**src/rtl/packet_tagger.sv**
```systemverilog
`default_nettype none
// ============================================================================
//  Module      : packet_tagger
//  Description : Ingress stage of the packet filter. Stamps each packet with
//                a wrapping reorder tag and forks every beat to the circular
//                buffer and to one idle filter core chosen round-robin.
//                Over-long packets are cut at MAX_TDATA_PER_PACKET beats and
//                their remainder is drained.
//  Revision    : 1.0 - initial release
// ============================================================================
module packet_tagger #(
    parameter int TAG_WIDTH            = 6,
    parameter int CIRCULAR_BUFFER_SIZE = 50,
    parameter int DATA_WIDTH           = 64,
    parameter int N_CORES              = 4,
    parameter int MAX_TDATA_PER_PACKET = 375,
    localparam int SEL_W               = (N_CORES > 1) ? $clog2(N_CORES) : 1
) (
    input  logic                  clk,
    input  logic                  rst,
    input  logic [DATA_WIDTH-1:0] s_TDATA,
    input  logic                  s_TLAST,
    input  logic                  s_TVALID,
    output logic                  s_TREADY,
    output logic [DATA_WIDTH-1:0] buffer_TDATA,
    output logic                  buffer_TLAST,
    output logic                  buffer_TVALID,
    input  logic                  buffer_TREADY,
    output logic [TAG_WIDTH-1:0]  reorder_tag,
    output logic [DATA_WIDTH-1:0] core_TDATA,
    output logic                  core_TLAST,
    output logic [N_CORES-1:0]    core_TVALID,
    input  logic [N_CORES-1:0]    core_TREADY,
    input  logic [N_CORES-1:0]    core_idle,
    output logic [SEL_W-1:0]      core_sel
);

    localparam int CNT_W = $clog2(MAX_TDATA_PER_PACKET + 1);

    typedef enum logic [1:0] {
        S_IDLE   = 2'd0,
        S_STREAM = 2'd1,
        S_DRAIN  = 2'd2
    } state_t;

    state_t               state_q, state_d;
    logic [TAG_WIDTH-1:0] tag_q, tag_d;
    logic [SEL_W-1:0]     rr_ptr_q, rr_ptr_d;
    logic [SEL_W-1:0]     sel_q, sel_d;
    logic [CNT_W-1:0]     beat_cnt_q, beat_cnt_d;

    logic                 found;
    logic [SEL_W-1:0]     pick;
    logic [SEL_W:0]       cand;
    logic [SEL_W:0]       sel_inc;
    logic                 x_last;
    logic                 xfer;

    // Round-robin search: first idle core starting at rr_ptr, wrapping mod N_CORES
    always_comb begin
        found = 1'b0;
        pick  = sel_q;
        cand  = '0;
        for (int i = 0; i < N_CORES; i++) begin
            cand = {1'b0, rr_ptr_q} + (SEL_W+1)'(i);
            if (cand >= (SEL_W+1)'(N_CORES)) begin
                cand = cand - (SEL_W+1)'(N_CORES);
            end
            if (!found && core_idle[cand[SEL_W-1:0]]) begin
                found = 1'b1;
                pick  = cand[SEL_W-1:0];
            end
        end
    end

    // Beats past the limit are cut: the limit beat carries TLAST downstream
    assign x_last  = s_TLAST || (beat_cnt_q == CNT_W'(MAX_TDATA_PER_PACKET - 1));
    assign sel_inc = {1'b0, sel_q} + (SEL_W+1)'(1);

    assign buffer_TDATA = s_TDATA;
    assign core_TDATA   = s_TDATA;
    assign buffer_TLAST = x_last;
    assign core_TLAST   = x_last;
    assign reorder_tag  = tag_q;
    assign core_sel     = sel_q;

    // Next-state and fork handshake logic
    always_comb begin
        state_d       = state_q;
        tag_d         = tag_q;
        rr_ptr_d      = rr_ptr_q;
        sel_d         = sel_q;
        beat_cnt_d    = beat_cnt_q;
        s_TREADY      = 1'b0;
        buffer_TVALID = 1'b0;
        core_TVALID   = '0;
        xfer          = 1'b0;
        case (state_q)
            S_IDLE: begin
                if (s_TVALID && found) begin
                    sel_d   = pick;
                    state_d = S_STREAM;
                end
            end
            S_STREAM: begin
                s_TREADY             = buffer_TREADY && core_TREADY[sel_q];
                buffer_TVALID        = s_TVALID && core_TREADY[sel_q];
                core_TVALID[sel_q]   = s_TVALID && buffer_TREADY;
                xfer                 = s_TVALID && buffer_TREADY && core_TREADY[sel_q];
                if (xfer) begin
                    beat_cnt_d = beat_cnt_q + CNT_W'(1);
                    if (x_last) begin
                        tag_d      = (tag_q == TAG_WIDTH'(CIRCULAR_BUFFER_SIZE - 1)) ?
                                     '0 : tag_q + TAG_WIDTH'(1);
                        rr_ptr_d   = (sel_inc >= (SEL_W+1)'(N_CORES)) ? '0 : sel_inc[SEL_W-1:0];
                        beat_cnt_d = '0;
                        state_d    = s_TLAST ? S_IDLE : S_DRAIN;
                    end
                end
            end
            S_DRAIN: begin
                s_TREADY = 1'b1;
                if (s_TVALID && s_TLAST) begin
                    state_d = S_IDLE;
                end
            end
            default: begin
                state_d = S_IDLE;
            end
        endcase
    end

    // State and packet-context registers
    always_ff @(posedge clk or posedge rst) begin
        if (rst) begin
            state_q    <= S_IDLE;
            tag_q      <= '0;
            rr_ptr_q   <= '0;
            sel_q      <= '0;
            beat_cnt_q <= '0;
        end else begin
            state_q    <= state_d;
            tag_q      <= tag_d;
            rr_ptr_q   <= rr_ptr_d;
            sel_q      <= sel_d;
            beat_cnt_q <= beat_cnt_d;
        end
    end

endmodule
`default_nettype wire

```
**config.mk**
```make
export PLATFORM = sky130hd
export DESIGN_NAME = packet_tagger
export DESIGN_NICKNAME = d
export VERILOG_FILES = /design/src/rtl/packet_tagger.sv
export SDC_FILE = /design/constraint.sdc
export NUM_CORES = 1
export LEC_CHECK = 0
export CAP_MARGIN = 15
export CELL_PAD_IN_SITES_DETAIL_PLACEMENT = 1
export CELL_PAD_IN_SITES_GLOBAL_PLACEMENT = 2
export CORE_MARGIN = 4
export CORE_UTILIZATION = 16
export CTS_CLUSTER_SIZE = 20
export DETAILED_ROUTE_END_ITERATION = 7
export PLACE_DENSITY = 0.89
export RECOVER_POWER = 100
export SYNTH_ARGS = -nofsm -noshare
export SYNTH_HDL_FRONTEND = slang
export SYNTH_SLANG_ARGS = --single-unit
```
**constraint.sdc**
```tcl
create_clock -name clk -period 2.8 [get_ports clk]
set_clock_uncertainty 0.1 [all_clocks]
set_input_delay 0.56 -clock clk [delete_from_list [all_inputs] [get_ports clk]]
set_output_delay 0.56 -clock clk [all_outputs]
set_load 0.02 [all_outputs]
```
Word level (Yosys, flattened, before mapping)
Index checks and enable logic that the tools add are counted.

storage, ports and cells
  flip-flop bits (word level) = 21
  input port bits = 77
  output and inout port bits = 144
  word-level logic and storage cells = 91

operators by class
  add/sub/neg operators = 10
  magnitude comparators = 11
  eq/ne operators = 8
  muxes and demuxes = 36
  bitwise gates (word level) = 1
  reductions and logical operators = 20

operator list
  operator                                                           number
  two-way mux 2 bit                                                  14
  less-than comparator 2 x 3 -> 1 bit, second input constant         5
  greater-or-equal comparator 3 bit, second input constant           4
  two-way mux 1 bit                                                  11
  binary-select mux 1 bit (select 2 bit)                             5
  logical AND 1 bit                                                  10
  adder 9 x 1 -> 9 bit, second input constant                        1
  equality test 9 bit, second input constant                         1
  two-way mux 9 bit                                                  1
  inequality test 2 bit, second input constant                       4
  subtractor 2 x 1 -> 2 bit, second input constant                   4
  adder 2 x 1 -> 3 bit, second input constant                        2
  adder 2 x 2 -> 3 bit, second input constant                        2
  adder 6 x 1 -> 6 bit, second input constant                        1
  equality test 6 bit, second input constant                         1
  two-way mux 6 bit                                                  1
  case mux 2 bit (3 select lines)                                    1
  AND reduction 3 bit                                                2
  bitwise AND 4 bit                                                  1
  two-way mux 4 bit                                                  1
  AND reduction 4 bit                                                1
  nonzero test 4 bit                                                 1
  greater-or-equal comparator 2 x 3 -> 1 bit, second input constant  1
  logical NOT 1 bit                                                  3
  other kinds (8)                                                    8

Logic depth before layout (Yosys ltp)
Gate-level depths: netlist (run 1).

  depth after elaboration = 17
  mapped depth = 8
  mapped depth without buffers = 7

Worst setup path before layout (run 1)
OpenSTA, ideal clock, no wires.

  kind = register to output
  start point = register sel_q[0], in the netlist core_sel[0]
  end point = output s_TREADY
  arrival time = 1452 ps
  data required time = 2140 ps
  path slack = 688 ps
  cell stages (with the launch flop) = 4
  buffers on the path = 0
  cell sequence = dfrtp_1 -> mux4_2 -> a31oi_1 -> nor2b_1

on the way
  cells in the longest elaborated chain, start to end = 4

RTL lines
  what                                     line  RTL
  start, declared                          49    logic [SEL_W-1:0] sel_q, sel_d;
  start signal, assigned                   145   sel_q <= sel_d;
  binary-select mux 1 bit (select 2 bit)   106   s_TREADY = buffer_TREADY && core_TREADY[sel_q];
  two-way mux 1 bit (not written as such)  106
  logical AND 1 bit                        106
  case mux 1 bit (2 select lines)          98    case (state_q)
  end, declared                            24    output logic s_TREADY,

No other way between the ends. The select of a mux whose other input is x is not followed.

Worst setup path in the final report (run 1)
  start point = input core_TREADY[3]
  end point = output buffer_TVALID

on the way
  cells in the longest elaborated chain, start to end = 4

RTL lines
  what                                     line  RTL
  start, declared                          33    input logic [N_CORES-1:0] core_TREADY,
  binary-select mux 1 bit (select 2 bit)   107   buffer_TVALID = s_TVALID && core_TREADY[sel_q];
  two-way mux 1 bit (not written as such)  107
  logical AND 1 bit                        107
  two-way mux 1 bit                        98
  end, declared                            27    output logic buffer_TVALID,

No other way between the ends. The select of a mux whose other input is x is not followed.

==> results.md, run 1 <==
* Worst hold stages at 1
* Die Y at 130 um
* Inserted Clock Buffers at 3
* Final WL at 5.17 mm
* Die W at 130 um
* Per-cell routed wire length at 13.9 um
* Post-synth EDFFs at 0
* Crit Reg-Reg Startpoint: state_q[1]
* Worst Path Max Fanout at 4
* Crit Path Class: in2out
* Net Sw Power at ~0.00053 W
* Leakage power at 0.882 nW
* P per Cell Area at 682 mW/mm^2
* DP Area at 0.00196 mm^2
* DRT Pass-1 Iters at 4
* 1st-iter DRT viols at 73
* IO buf count at 28
* Area growth syn-to-layout at -15.5%
* Vias in the first global route at 1449
* Clk slew on worst S/H paths at 0.05 ns
* WL met1 at ~1.8 mm
* Cell Area, Synth at 0.00237 mm^2
* Status: complete, no violations
* Max clock buf depth at 2
* First-pass GRT wire length at roughly 8 mm
* Io pins at 221
* Worst reg2reg path depth at 8
* Fin Hold WS at ~0.42 ns
* CTS tree: built
* Main flop type after synthesis: dfrtp_1
* Distinct cells, synth at 48
* Area of the multi-input gates at 795 um^2
* Yosys warning total at 0
* Post-cts repair resize count at 7
* Worst Tran Pin Value at 1.19 ns
* Final min period at about 2.7 ns
* Max Freq at about 370 MHz
* Final hold vios at 0
* Synthesized area per cell at 8.53 um^2
* Comb pwr share at 0.422
* Highest routed layer: met4
* Largest net degree at the start of global routing at 22
* Clock share of power at 0.215
* Pre-CTS setup slack at -0.234 ns
* Slew margin rel. at 0.205
* Power, Total at around 0.0014 W
* Post-CTS setup buffer count at 0
* Clk_lat worst skew at 0.25 ns
* Gr ovfl total at 0
* CP arrival at 2.05 ns
* Net Sw Frac at 0.386
* Setup tns final at 0 ns
* Sequential power share at 0.364
* RSZ-0062 raised after global routing: false
* FF/Latch Area at 526 um^2
* Worst Slack Setup Final at approximately 0.094 ns
* Setup crit end kind: output pin
* Cts hold-fix bufs at 0
* Yosys reg bits at 21
* CP Cell Sequence: clkdlybuf4s50_1 > mux4_2 > and3_1 > dlygate4sd2_1
* Post-route cell area at between 0.002 and 0.0025 mm^2
* Worst hold start: state_q[1]
* GPL Wtd Cong at 0.739
* Cell Int Power at 0.000839 W
* Fin. max-slew vios at 0
* Post-synthesis cell count at 278
* FFs w/ async S/R, synth at 1.00
* Final setup fails at 0
* Share of cells above drive strength 1 at 0.0909
* H-Tree Depth at 1
* Synthesized Nets at approximately 370
* Diodes inserted at 0
* CP max stage delay at 0.53 ns
* Clock Sinks at 21
* Initial Utilization at 0.163
* Wire length on met2 at around 2.4 mm
* CP required at 2.14 ns
* Slowest cell on crit path: mux4_2
* Tcrit/Tclk final at 0.966
* Worst setup path start: core_TREADY[3]
* Post-DP HPWL at 4.22 mm
* Max Cap Viol at 0
* Part of the Yosys area used for sequential elements at 0.222
* Met3 WL at 544 um
* Filler cell count at 1738
* Core box area at around 0.015 mm^2
* Post-route ant nets at 0
* CTS root buffer: clkbuf_16
* Hold crit path type: reg2reg
* Fin nets at 276
* Crit path launch type: input pin
* DR vias at 1327
* DIE AREA at 0.0168 mm^2
* Row cnt at 44
* Maximum vdd drop at 0.150 mV
* GRT Overall Usage at 0.0601
* Initial antenna violation count at 0
* Remaining DRCs at 0
* Vias per cell at 3.58
[path summary, 6_finish.rpt]
check / to / slack [ns]
worst max-delay path: buffer_TVALID / 0.09
worst min-delay path: state_q[1] / 0.42
worst max register to register: beat_cnt_q[7] / 0.41
worst min register to register: state_q[1] / 0.42
max in group asynchronous: reorder_tag[0] / 0.82
min in group asynchronous: beat_cnt_q[8] / 1.08
[synthesized netlist by cell type (2+ instances only)]
library cell | n | share of area
a21o_1 | 2 | 0.0063
buf_4 | 129 | 0.41
o21ai_0 | 8 | 0.017
and4b_1 | 2 | 0.0084
nor2_1 | 12 | 0.019
a21oi_1 | 5 | 0.011
o2bb2ai_1 | 2 | 0.0074
a31oi_1 | 2 | 0.0053
nand3_1 | 6 | 0.013
and4_1 | 2 | 0.0074
and3_1 | 6 | 0.016
ha_1 | 11 | 0.058
a2111oi_0 | 2 | 0.0074
nand2_1 | 7 | 0.011
inv_1 | 12 | 0.019
nand2b_1 | 2 | 0.0053
nor3_1 | 2 | 0.0042
o41ai_1 | 2 | 0.0074
or4_1 | 3 | 0.0095
dfrtp_1 | 21 | 0.22
mux2_2 | 3 | 0.014
and2_1 | 5 | 0.013
xor2_1 | 4 | 0.015
nor2b_1 | 4 | 0.011
[state kept, by name, indices dropped and copies added (netlist names)]
| register | cells |
|---|---|
| beat_cnt_q | 9 |
| core_sel | 2 |
| reorder_tag | 6 |
| rr_ptr_q | 2 |
| state_q | 2 |
[power groups by stage]
| stage | logic (W) | clock network, W | registers (W) |
|---|---|---|---|
| floorplan | 0.000589 | 0 | 0.000522 |
| global placement | 0.000597 | 0 | 0.000499 |
| detailed placement | 0.000624 | 0 | 0.000506 |
| CTS | 0.000618 | 0.000303 | 0.000501 |
| global route | 0.000647 | 0.000324 | 0.000514 |
| finish | 0.000576 | 0.000293 | 0.000497 |
[routing by layer]
metal | up-vias | GRT usage
met3 | 49 | 0.0229
met2 | 36 | 0.0955
met1 | 626 | 0.0604
met5 | - | 0
li1 | 616 | -
met4 | 0 | 0.0556
[layout make-up]
cell class                      instances  area share
Timing Repair Buffer                   38       0.163
Tap cell                              184       0.115
Multi-Input combinational cell        111       0.396
Clock buffer                            4      0.0393
Inverter                               13      0.0243
Sequential cell                        21       0.262
[stage by stage]
| step | utilization | instances |
|---|---|---|
| floorplan | - | 278 |
| global placement | 0.135 | 367 |
| detailed placement | 0.135 | 367 |
| CTS | 0.140 | 371 |
| global route | 0.138 | 371 |
| finish | 0.138 | 371 |
[worst max-delay path, delay by kind of cell]
kind                   cells  cell delay, ns
buffers and inverters      2            0.74
multiplexers               1            0.53
AND/OR/NAND/NOR            1            0.21
[cell families after synthesis]
logic type,count (synthesis),share of synthesized area
xor gates and xnor gates,4,0.0148
AOI/OAI and AO/OA,35,0.103
and+or+nand+nor,56,0.135
buffers and inverters,146,0.440
muxes,5,0.0280
DFF,21,0.222
adders and majority gates,11,0.0580
[cells in the final DEF (no fill, tap or decap), types with 4 or more instances in the layout]
cell and n:
and3_1 6, inv_1 12, dlygate4sd3_1 13, xor2_1 4, nand3_1 6, clkdlybuf4s50_1 9
ha_1 11, clkbuf_1 5, dfrtp_1 21, nor2b_1 4, buf_4 5, nor2_1 12
o21ai_0 8, and2_0 5, dlygate4sd2_1 5, nand2_1 8, a21oi_1 5
Power figures use the tool's default switching activity.
==> run 2, diff against run 1 <==
--- a/config.mk
+++ b/config.mk
@@ -6,7 +6,7 @@
 export NUM_CORES = 1
 export LEC_CHECK = 0
 export CAP_MARGIN = 15
-export CELL_PAD_IN_SITES_DETAIL_PLACEMENT = 1
+export CELL_PAD_IN_SITES_DETAIL_PLACEMENT = 0
 export CELL_PAD_IN_SITES_GLOBAL_PLACEMENT = 2
 export CORE_MARGIN = 4
 export CORE_UTILIZATION = 16
==> results.md, run 2 (synthesis results as in run 1) <==
* Status: complete, no violations (unchanged)
* Post-CTS setup buffer count at 0 (unchanged)
* Hold crit path type: reg2reg (unchanged)
* Inserted Clock Buffers at 3 (unchanged)
* IO buf count at 28 (unchanged)
* DRT Pass-1 Iters at 4 (unchanged)
* Share of cells above drive strength 1 at 0.0856 (was 0.0909)
* P per Cell Area at 676 mW/mm^2 (was 682 mW/mm^2)
* Final hold vios at 0 (unchanged)
* Filler cell count at 1685 (was 1738)
* Row cnt at 44 (unchanged)
* Slew margin rel. at 0.240 (was 0.205)
* Post-route cell area at 0.00200 mm^2 (about the same)
* DR vias at 1306 (was 1327)
* Worst setup path start: core_TREADY[3] (unchanged)
* Maximum vdd drop at 0.170 mV (was 0.150 mV)
* Vias per cell at 3.52 (was 3.58)
* Post-route ant nets at 0 (unchanged)
* Final setup fails at 0 (unchanged)
* Worst hold start: state_q[1] (unchanged)
* CP required at 2.14 ns (about the same)
* Gr ovfl total at 0 (unchanged)
* Area growth syn-to-layout at -15.5% (about the same)
* Per-cell routed wire length at 13.1 um (was 13.9 um)
* Clk_lat worst skew at 0.25 ns (about the same)
* DP Area at 0.00196 mm^2 (unchanged)
* Crit path launch type: input pin (unchanged)
* Power, Total at 0.00135 W (was 0.00137 W)
* Clk slew on worst S/H paths at 0.06 ns (was 0.05 ns)
* Crit Path Class: in2out (unchanged)
* Core box area at 0.0145 mm^2 (unchanged)
* Remaining DRCs at 0 (unchanged)
* H-Tree Depth at 1 (unchanged)
* Io pins at 221 (unchanged)
* Max Cap Viol at 0 (unchanged)
* RSZ-0062 raised after global routing: false (unchanged)
* FF/Latch Area at 526 um^2 (unchanged)
* Diodes inserted at 0 (unchanged)
* CTS tree: built (unchanged)
* Commonest non-fill, non-tap cell in the layout: dfrtp_1 (unchanged)
* Biggest register: beat_cnt_q (unchanged)
* GPL Wtd Cong at 0.739 (unchanged)
* Clock Sinks at 21 (unchanged)
* Initial Utilization at 0.163 (unchanged)
* Fin Hold WS at 0.419 ns (was 0.423 ns)
* Final WL at 4.88 mm (was 5.17 mm)
* Crit Reg-Reg Startpoint: state_q[1] (unchanged)
* Fin util at 0.138 (about the same)
* Tcrit/Tclk final at 0.967 (was 0.966)
* Initial antenna violation count at 0 (unchanged)
* Vias in the first global route at 1367 (was 1449)
* Die Y at 130 um (unchanged)
* Fin nets at 276 (unchanged)
* Worst Tran Pin Value at 1.14 ns (was 1.19 ns)
* Cts hold-fix bufs at 0 (unchanged)
* Worst Path Max Fanout at 4 (unchanged)
* Commonest cells after routing, fill and taps aside: dfrtp_1 (21), dlygate4sd3_1 (13), inv_1 (12), nor2_1 (12), ha_1 (11) (unchanged)
* Setup crit end kind: output pin (unchanged)
* CP arrival at 2.05 ns (about the same)
* Largest net degree at the start of global routing at 22 (unchanged)
* Die W at 130 um (unchanged)
* Fin. max-slew vios at 0 (unchanged)
* Final min period at 2.71 ns (about the same)
* Area of the multi-input gates at 795 um^2 (unchanged)
* Leakage power at 0.882 nW (about the same)
* Max clock buf depth at 2 (unchanged)
* DIE AREA at 0.0168 mm^2 (unchanged)
* 1st-iter DRT viols at 34 (was 73)
* GRT Overall Usage at 0.0564 (was 0.0601)
* Post-DP HPWL at 3.95 mm (was 4.22 mm)
* Max Freq at 369 MHz (was 370 MHz)
* Number of flip-flops in the largest register at 9 (unchanged)
* CTS root buffer: clkbuf_16 (unchanged)
* First-pass GRT wire length at 7.30 mm (was 7.97 mm)
run 2: cell counts in the layout (fill, tap and decap cells not counted):
No cell type changed its count.
run 2: path summary, 6_finish.rpt:
| check | slack, ns | end | depth (start not counted) |
|---|---|---|---|
| max | 0.09 | buffer_TVALID | 4 |
| min in group asynchronous | 1.04 | beat_cnt_q[8] | 3 |
| max reg2reg | 0.45 | beat_cnt_q[7] | 8 |
| min | 0.42 | state_q[1] | 1 |
| max in group asynchronous | 0.88 | beat_cnt_q[7] | 3 |
| min reg2reg | 0.42 | state_q[1] | 1 |
run 2: stage by stage:
| step | setup TNS (ns) | cells | setup slack [ns] |
|---|---|---|---|
| floorplan | 0 | 278 | 0.688 |
| global placement | -0.517 | 367 | -0.196 |
| detailed placement | -0.595 | 367 | -0.213 |
| CTS | 0 | 371 | 0.00472 |
| global route | 0 | 371 | 0.0345 |
| finish | 0 | 371 | 0.0929 |
run 2: worst max-delay path: stages:
cell             delay [ns]
clkdlybuf4s50_1        0.43
mux4_2                 0.53
and3_1                 0.21
dlygate4sd2_1          0.31
run 2: final cells by class:
class | instances | area share
clock buffers | 4 | 0.0394
inverters | 13 | 0.0244
multi-input cells | 111 | 0.397
flip-flops and latches | 21 | 0.262
well taps | 184 | 0.115
repair buffers | 38 | 0.162
run 2: layer usage:
layer | up-vias | part of all wire | track usage
met5 | - | 0 | 0
met4 | 0 | 0.12 | 0.0672
met3 | 55 | 0.11 | 0.0242
met2 | 39 | 0.43 | 0.0825
met1 | 599 | 0.34 | 0.0551
li1 | 613 | - | -
run 2: report_power, final:
group	internal (W)	leakage (nW)	switching, W
registers	0.000390	0.277	0.000104
clock network	0.000194	0.0382	0.000111
logic	0.000250	0.567	0.000306
total	0.000834	0.882	0.000521
run 2: timing repair:
item,4_1_cts,5_1_grt
endpoints found under the setup margin,6,1
pin swaps,0,0
resized for setup,7,2
